$ cat config.mk
export PLATFORM = sky130hd
export DESIGN_NAME = hera_mem_arbiter
export DESIGN_NICKNAME = d
export VERILOG_FILES = /design/src/rtl/hera_mem_arbiter.sv
export SDC_FILE = /design/constraint.sdc
export NUM_CORES = 1
export LEC_CHECK = 0
export ABC_CLOCK_PERIOD_IN_PS = 3000
export BUFFER_PORTS_ARGS = -buffer_cell sky130_fd_sc_hd__buf_2
export CORE_MARGIN = 4
export CORE_UTILIZATION = 29
export CTS_CLUSTER_DIAMETER = 40
export DETAILED_ROUTE_END_ITERATION = 16
export PLACE_DENSITY = 0.82
export SETUP_SLACK_MARGIN = 0.15
export SLEW_MARGIN = 10
export SYNTH_ARGS = -nofsm -noshare
export SYNTH_HDL_FRONTEND = slang
export SYNTH_SLANG_ARGS = --single-unit
$ cat constraint.sdc
create_clock -name clk -period 3 [get_ports clk]
set_clock_uncertainty 0.05 [all_clocks]
set_input_delay 0.15 -clock clk [delete_from_list [all_inputs] [get_ports clk]]
set_output_delay 0.15 -clock clk [all_outputs]
set_load 0.05 [all_outputs]
$ cat src/rtl/hera_mem_arbiter.sv
// rtl/hera_mem_arbiter.sv - core/external arbiter for the shared single-port data RAM
// Core wins by default; a saturating starvation counter forces the external port through.
module hera_mem_arbiter #(
  parameter int ADDR_W     = 12,
  parameter int DATA_W     = 16,
  parameter int STARVE_MAX = 4
) (
  input  logic              clk,
  input  logic              rst,
  input  logic              core_req,
  input  logic              core_we,
  input  logic [ADDR_W-1:0] core_addr,
  input  logic [DATA_W-1:0] core_wdata,
  output logic              core_gnt,
  output logic              core_stall,
  output logic              core_rvalid,
  output logic [DATA_W-1:0] core_rdata,
  input  logic              ext_req,
  input  logic              ext_we,
  input  logic [ADDR_W-1:0] ext_addr,
  input  logic [DATA_W-1:0] ext_wdata,
  output logic              ext_gnt,
  output logic              ext_rvalid,
  output logic [DATA_W-1:0] ext_rdata,
  output logic              mem_en,
  output logic              mem_we,
  output logic [ADDR_W-1:0] mem_addr,
  output logic [DATA_W-1:0] mem_wdata,
  input  logic [DATA_W-1:0] mem_rdata
);

  localparam logic [3:0] SMAX = 4'(STARVE_MAX);

  logic [3:0] starve_cnt;
  logic       rd_core;
  logic       rd_ext;
  logic       ext_win;

  // rst gates every output so nothing leaks while reset is held, including in-flight reads
  assign ext_win     = rst & ext_req & (~core_req | (starve_cnt == SMAX));
  assign ext_gnt     = ext_win;
  assign core_gnt    = rst & core_req & ~ext_win;
  assign core_stall  = rst & core_req & ~core_gnt;
  assign mem_en      = core_gnt | ext_gnt;

  assign core_rvalid = rst & rd_core;
  assign ext_rvalid  = rst & rd_ext;
  assign core_rdata  = core_rvalid ? mem_rdata : '0;
  assign ext_rdata   = ext_rvalid ? mem_rdata : '0;

  always_comb begin
    mem_we    = 1'b0;
    mem_addr  = '0;
    mem_wdata = '0;
    if (ext_gnt) begin
      mem_we    = ext_we;
      mem_addr  = ext_addr;
      mem_wdata = ext_wdata;
    end else if (core_gnt) begin
      mem_we    = core_we;
      mem_addr  = core_addr;
      mem_wdata = core_wdata;
    end
  end

  always_ff @(posedge clk) begin
    if (!rst) begin
      starve_cnt <= '0;
      rd_core    <= 1'b0;
      rd_ext     <= 1'b0;
    end else begin
      rd_core <= core_gnt & ~core_we;
      rd_ext  <= ext_gnt & ~ext_we;
      if (ext_gnt || !ext_req)
        starve_cnt <= '0;
      else if (starve_cnt != SMAX)
        starve_cnt <= starve_cnt + 4'd1;
    end
  end

endmodule

## Word level (Yosys, flattened, before mapping)

Cells that the tools add are included.

| cells by class | value |
|---|---|
| $add $sub $neg | 1 |
| multiply operators | 0 |
| divide/modulo/power cells | 0 |
| $lt $le $gt $ge | 0 |
| eq/ne operators | 2 |
| shift operators | 0 |
| mux-type cells | 8 |
| bitwise gates (word level) | 17 |
| reduce and logical (&&, ||, !) cells | 3 |

Operators with widths:

| kind | count |
|---|---|
| 2-to-1 mux 16 bit | 4 |
| 2-to-1 mux 12 bit | 2 |
| AND 1 bit | 9 |
| inverter 1 bit | 6 |
| adder 4 x 1 -> 4 bit, second input constant | 1 |
| equality test 4 x 3 -> 1 bit, second input constant | 1 |
| inequality test 4 x 3 -> 1 bit, second input constant | 1 |
| 2-to-1 mux 1 bit | 2 |
| OR 1 bit | 2 |
| OR reduction 2 bit | 1 |
| logical NOT 1 bit | 1 |
| logical OR 1 bit | 1 |

| storage, ports and cells | value |
|---|---|
| register bits | 6 |
| latch bits | 0 |
| memory bits (writable) | 0 |
| ROM bits | 0 |
| output and inout bits | 67 |
| word-level logic and storage cells | 34 |
| memories kept | 0 |

## Depth between registers and ports, before layout

Gate-level depths: netlist (run 1).

| depth | value |
|---|---|
| depth after elaboration | 7 |
| mapped depth | 6 |
| gate-level depth less buffers | 5 |

## Worst setup path after synthesis (run 1)

No wires, ideal clock.

| path | value |
|---|---|
| path type | register to output |
| start | register starve_cnt[0] |
| end | output port core_stall |
| data arrival time | 1580 ps |
| required time | 2800 ps |
| path slack | 1220 ps |
| stages on the path, launching flop included | 7 |
| path buffers | 1 |
| cell sequence | dfxtp_1 inv_1 ha_1 nand3b_4 a21oi_4 buf_4 and3_1 |

| on the way | value |
|---|---|
| longest elaborated chain between the ends | 7 |

RTL lines:

| what | RTL line | source |
|---|---|---|
| start, declared | 34 | `logic [3:0] starve_cnt;` |
| start signal, assigned | 77 | `starve_cnt <= starve_cnt + 4'd1;` |
| equality test 4 x 3 -> 1 bit | 40 | `assign ext_win = rst & ext_req & (~core_req \| (starve_cnt == SMAX));` |
| OR 1 bit | 40 |  |
| AND 1 bit | 40 |  |
| named net ext_gnt | 22 | `output logic ext_gnt,` |
| inverter 1 bit | 42 | `assign core_gnt = rst & core_req & ~ext_win;` |
| AND 1 bit | 42 |  |
| inverter 1 bit | 43 | `assign core_stall = rst & core_req & ~core_gnt;` |
| AND 1 bit | 43 |  |
| end, declared | 15 | `output logic core_stall,` |

The timed path passes the listed nets, and every way through them passes these cells.

## Worst setup path in the final report (run 1)

| path | value |
|---|---|
| start | register starve_cnt[0] |
| end | output port mem_wdata[0] |

| on the way | value |
|---|---|
| longest elaborated chain between the ends | 7 |

RTL lines:

| what | RTL line | source |
|---|---|---|
| equality test 4 x 3 -> 1 bit (*) | 40 |  |
| OR 1 bit (*) | 40 |  |
| AND 1 bit (*) | 40 |  |
| inverter 1 bit | 42 |  |
| AND 1 bit | 42 |  |
| 2-to-1 mux 16 bit | 59 | `end else if (core_gnt) begin` |
| 2-to-1 mux 16 bit (*) | 55 | `if (ext_gnt) begin` |
| end, declared | 28 | `output logic [DATA_W-1:0] mem_wdata,` |

Mark *: on every way between the ends. The rest lies on a longest branch, timed or not.

==> results of run 1 <==
critical path, delay by kind of cell (launching register included):
family | cells | cell delay [ps]
compound gates | 2 | 900
fa+ha+maj | 1 | 180
buf+inv | 2 | 330
flops | 1 | 330
simple gates | 1 | 110
worst paths after layout:
path / start / to / slack [ps]
setup / recovery: starve_cnt[0] / mem_wdata[0] / 700
hold / removal: ext_we / rd_ext / 20
setup reg to reg: starve_cnt[0] / rd_ext / 1360
hold reg to reg: starve_cnt[0] / starve_cnt[0] / 420
synthesized netlist by cell type:
cell,instances,share of area (%)
nand2_1,1,0.45
xnor2_1,1,1.1
o21a_1,1,0.90
a22o_1,29,30
nand3b_4,1,2.4
clkbuf_1,6,2.7
nand4_1,1,0.75
inv_1,4,1.8
xor2_1,1,1.1
nor2_1,4,1.8
buf_6,3,4.1
buf_4,3,2.7
nand3_1,1,0.60
a21oi_4,1,2.0
o211a_4,1,2.1
and3_1,33,25
and2_1,2,1.5
dfxtp_1,6,14
nor2b_1,2,1.5
ha_1,2,3.0
registers in the layout, indices dropped and copies added (netlist names):
signal,flops
rd_ext,1
starve_cnt,4
rd_core,1
routing by layer:
| metal | vias up | routed length [um] |
|---|---|---|
| li1 | 668 | - |
| met1 | 552 | 1320 |
| met2 | 91 | 1720 |
| met3 | 2 | 547 |
| met4 | 0 | 19 |
| met5 | - | 0 |
logic make-up (layout without fill, tap and decap cells):
group / count (synthesis) / count (layout) / share of synthesized area, %
AO/OA/AOI/OAI: 32 / 32 / 35.4
AND/OR/NAND/NOR: 45 / 45 / 33.8
flip-flops: 6 / 6 / 14.4
adder cells (fa/ha/maj): 2 / 2 / 3.00
buffers and inverters: 16 / 151 / 11.3
XOR/XNOR: 2 / 2 / 2.10
power groups by stage:
| stage | Sequential, mW | Clock, mW | Combinational, mW |
|---|---|---|---|
| after global placement | 0.0864 | 0 | 0.248 |
| after CTS | 0.0851 | 0.0787 | 0.250 |
| final | 0.0852 | 0.0743 | 0.248 |
| after detailed placement | 0.0866 | 0 | 0.250 |
| after floorplan | 0.0845 | 0 | 0.170 |
| after global routing | 0.0856 | 0.0828 | 0.264 |
area by class of cell:
class / instances / share of cell area, %
multi-input combinational: 81 / 40.3
timing repair buffer: 144 / 46.9
clock buffer: 3 / 1.47
inverter: 4 / 0.977
tap: 31 / 2.52
sequential: 6 / 7.82
metrics by stage:
| stage | hold WS, ps | utilization [%] |
|---|---|---|
| floorplan | 172 | - |
| detailed placement | 278 | 54.9 |
| CTS | 13.8 | 55.7 |
| global route | 11.4 | 55.7 |
| finish | 23.1 | 55.7 |
| global placement | 275 | 54.9 |
==> metrics.txt, run 1 <==
status complete, no violations; Final min period roughly 2300 ps; Yosys cell types 20; grt met1 use 18.2%; Final Non-Filler Cells 269; first-pass GRT wire length 4680 um; antenna diode count 0; startpoint types register; P per Cell Area between 200 and 300 mW/mm2; Syn Std Cell Area 833 um2; Initial Util 30.2%; die area 0.00380 mm2; 1st-pass router iterations 4; fin crit share 76.8%; Cells after DPL 266; fraction of layout cells with a size suffix above 1 63.0%; final number of setup-violating endpoints 0; CTS Hold Bufs 0; placed cell area 0.00151 mm2; CP max-delay cell a21oi_4; Int Pwr 207 uW; clock network power share 18.2%; Net Sw Power 201 uW; Syn Inst Count 103; maximum buffer depth of the clock tree 2; grt total ovfl 0; most frequent cells in the layout 144 x buf_2, 33 x and3_1, 29 x a22o_1, 6 x dfxtp_1; clock root cell clkbuf_4; Setup WS pre-CTS between 900 and 1000 ps; Post-CTS Resized 0; worst vdd ir roughly 0.00019 V; clock buffer count from CTS 3; CP cell instances inv_1 -> ha_1 -> nand3b_4 -> a21oi_4 -> a22o_1 -> buf_2; hold path cells 2; Crit path largest cell delay 640 ps; largest net degree at the start of global routing 40; H-tree depth 1; Multi-input gate area roughly 620 um2; HP Class in2reg; Final Hold Fails 0; critical path arrival between 2000 and 2500 ps; Tightest Pin Transition 773 ps; Total GRT Usage 16.3%; Filler cells 274; setup repair bufs after CTS 0; Net Sw Frac 49.3%; combinational power share 60.9%; Max Freq 434 MHz; Worst R2R Path Depth 5; busiest metal layer after global routing met2; initial antenna violation count 0; WL/cell 13.4 um; worst setup slack after layout between 600 and 700 ps; commonest non-fill, non-tap cell in the layout buf_2; Final nets between 300 and 400; RSZ-0062 raised after global routing no; register area share after synthesis 14.4%; Core ar. 0.00276 mm2; final wirelength between 3000 and 4000 um; register area 120 um2; clock transition at the registers of the reported paths 40 ps; Row Count 19; Area Growth Syn to Fin 84.4%; DRC errors left 0; Syn Nets 183; max-slew violations 0; die height 61.6 um; DR vias 1313; Post-Syn Area per Cell 8.09 um2; Yosys warnings 0; CTS tree done; Antenna Nets Post-Route 0; Relative slew margins about half; Lkg Pwr 1.09 nW; Iteration-0 DRC Markers 66; Tot Pwr approximately 400 uW; I/O Pins 145; worst-skew pair later-pin latency between 200 and 250 ps; register share of total power a little over a fifth; Yosys reg bits 6; Final GP Congestion 0.747; Die X 61.6 um; clock sinks 6; IO buf count 144; critical path class reg2out; Finished Cell Area between 0.0015 and 0.002 mm2; hpwl dp 3000 um; vias in the first global route 1056; Max-Cap Viols 0; Post-Route Setup TNS 0 ps; Worst Path Required 2800 ps; M2 GR Usage between 20 and 30%; Crit. End Element output port; worst-path maximum fanout 32; Vias/cell 4.88; GRT met3 Usage 4.82%
No activity file was read; power rests on OpenSTA's default activity.
==> inputs of run 2 (changes only) <==
- ABC_CLOCK_PERIOD_IN_PS: 3000 -> 2100
- CORE_UTILIZATION: 29 -> 24
- PLACE_DENSITY: 0.82 -> 0.72
- clock period: 3 -> 2.1 ns (I/O delays scaled with it)
==> metrics.txt, run 2 (same netlist as run 1, synthesis figures left out) <==
Final min period roughly 1900 ps; worst-skew pair later-pin latency 250 ps (about the same); IO buf count 144 (unchanged); clock buffer count from CTS 3 (unchanged); clock sinks 6 (unchanged); setup repair bufs after CTS 0 (unchanged); I/O Pins 145 (unchanged); Top Registers starve_cnt (4), rd_core (1), rd_ext (1); R2R Setup Slk 750 ps (-610 ps); first-pass GRT wire length 5180 um (+11%); Vias/cell 4.61 (-5.5%); initial antenna violation count 0 (unchanged); HP Class in2reg; Tightest Pin Transition 430 ps (-344 ps); Worst Path Required 1950 ps (-850 ps); Area Growth Syn to Fin 108%; worst vdd ir 0.000208 V (+10%); Worst Hold Slack 215 ps (+191 ps); vias in the first global route 1221 (+16%); Final nets 326 (+1.9%); worst-path maximum fanout 16 (-50%); max reg flops 4 (unchanged); die area 0.00448 mm2 (+18%); DR vias 1338 (+1.9%); maximum buffer depth of the clock tree 2 (unchanged); r2r startpoint starve_cnt[0]; 1st-pass router iterations 4 (unchanged); Initial Util 25.0% (-5.2 points); Hold Crit Start ext_req; Crit path largest cell delay 330 ps (-310 ps); max-slew violations 0 (unchanged); critical path arrival 1710 ps (-390 ps); grt total ovfl 0 (unchanged); hold-critical path endpoint starve_cnt[1]; Final Non-Filler Cells 290 (+7.8%); critical path class reg2out; Max Freq 537 MHz; commonest non-fill, non-tap cell in the layout buf_2; Die X 66.9 um (+8.6%); Crit. End Element output port; status complete, no violations; Final Hold Fails 0 (unchanged); P per Cell Area 361 mW/mm2 (+36%); Worst R2R Path Depth 6 (+1); hpwl dp 2920 um (-2.6%); Total GRT Usage 14.6% (-1.7 points); H-tree depth 1 (unchanged); fin crit share 88.7%; Finished Cell Area 0.00174 mm2 (+13%); Final GP Congestion 0.726 (-2.8%); clock transition at the registers of the reported paths 50 ps (about the same); Lkg Pwr 1.14 nW (+4.3%); hold path cells 3 (+1); largest net degree at the start of global routing 33 (-18%); Relative slew margins 71.3% (+23 points); Antenna Nets Post-Route 0 (unchanged); fraction of layout cells with a size suffix above 1 63.1% (+0.090 points); CTS tree done; Row Count 21 (+2); final number of setup-violating endpoints 0 (unchanged); DRC errors left 0 (unchanged); Post-Route Setup TNS 0 ps (unchanged); placed cell area 0.00156 mm2 (+3.1%); most frequent cells in the layout 114 x buf_2, 33 x and3_1, 29 x a22o_1, 27 x buf_4, 6 x dfxtp_1; CP delay by family, top buffers and inverters; crit path buf inv count 3 (+1); die height 66.9 um (+8.6%); clock root cell clkbuf_4; Most flops, register starve_cnt; CP cell instances inv_1 -> ha_1 -> nand3b_4 -> a21oi_4 -> clkbuf_16 -> a22o_1 -> buf_4; antenna diode count 0 (unchanged); Core ar. 0.00334 mm2 (+21%); startpoint types register; WL/cell 13.0 um (-2.7%); Cells after DPL 283 (+6.4%); final wirelength 3780 um (+4.9%); RSZ-0062 raised after global routing yes; FF-to-FF End rd_ext; Iteration-0 DRC Markers 18 (-73%); CP max-delay cell dfxtp_1; Max-Cap Viols 0 (unchanged)
-- run 2: cell types whose count changed in the layout (fill, tap and decap cells not counted) --
cell,before,now
buf_12,0,1
buf_2,144,114
buf_4,0,27
buf_6,0,4
clkbuf_16,0,1
dlygate4sd3_1,0,2
o211a_4,1,2
-- run 2: layout make-up --
cell class / instances / area (um2)
fillers: 326 / 1600
multi-input cells: 82 / 637
clock buffers: 3 / 22.5
flip-flops and latches: 6 / 120
repair buffers: 149 / 883
well taps: 46 / 57.6
inverters: 4 / 15.0
-- run 2: through the flow --
step           power [mW]  worst slack, ps  util (%)
6_report            0.627              238      52.0
5_1_grt             0.659              127      52.0
4_1_cts             0.600              175      48.6
3_5_place_dp        0.484              362      46.8
3_3_place_gp        0.483              385      46.8
2_1_floorplan       0.364              365         -
-- run 2: worst max path at each step --
stage | cells past startpoint | to | startpoint
4_1_cts | 7 | mem_addr[11] | starve_cnt[0]
3_3_place_gp | 6 | mem_addr[11] | starve_cnt[0]
2_1_floorplan | 6 | core_stall | starve_cnt[0]
5_1_grt | 7 | mem_wdata[2] | starve_cnt[0]
6_report | 7 | mem_addr[6] | starve_cnt[0]
3_5_place_dp | 6 | mem_addr[11] | starve_cnt[0]
-- run 2: layer usage --
metal / GRT usage, % / share of wire [%] / wire length (um)
met1: 17.1 / 38 / 1430
met2: 26.9 / 50 / 1900
met3: 2.02 / 11 / 431
met4: 4.56 / 0.42 / 16
met5: 0 / 0 / 0
-- run 2: repair_timing --
action	in CTS	in global routing
hold buffers	2	0
pin swaps	0	1
cloned	1	1
endpoints found under the setup margin	29	30
hold endpoints to repair	2	0
gates resized for setup	1	64
-- run 2: worst min-delay path, stage by stage --
cell and delay [ps]:
buf_2 130, nand4_1 180, nor2_1 50
-- run 2: power breakdown --
| group | switching (mW) | internal, mW |
|---|---|---|
| clock | 0.0445 | 0.0648 |
| combinational | 0.248 | 0.148 |
| sequential | 0.00532 | 0.117 |
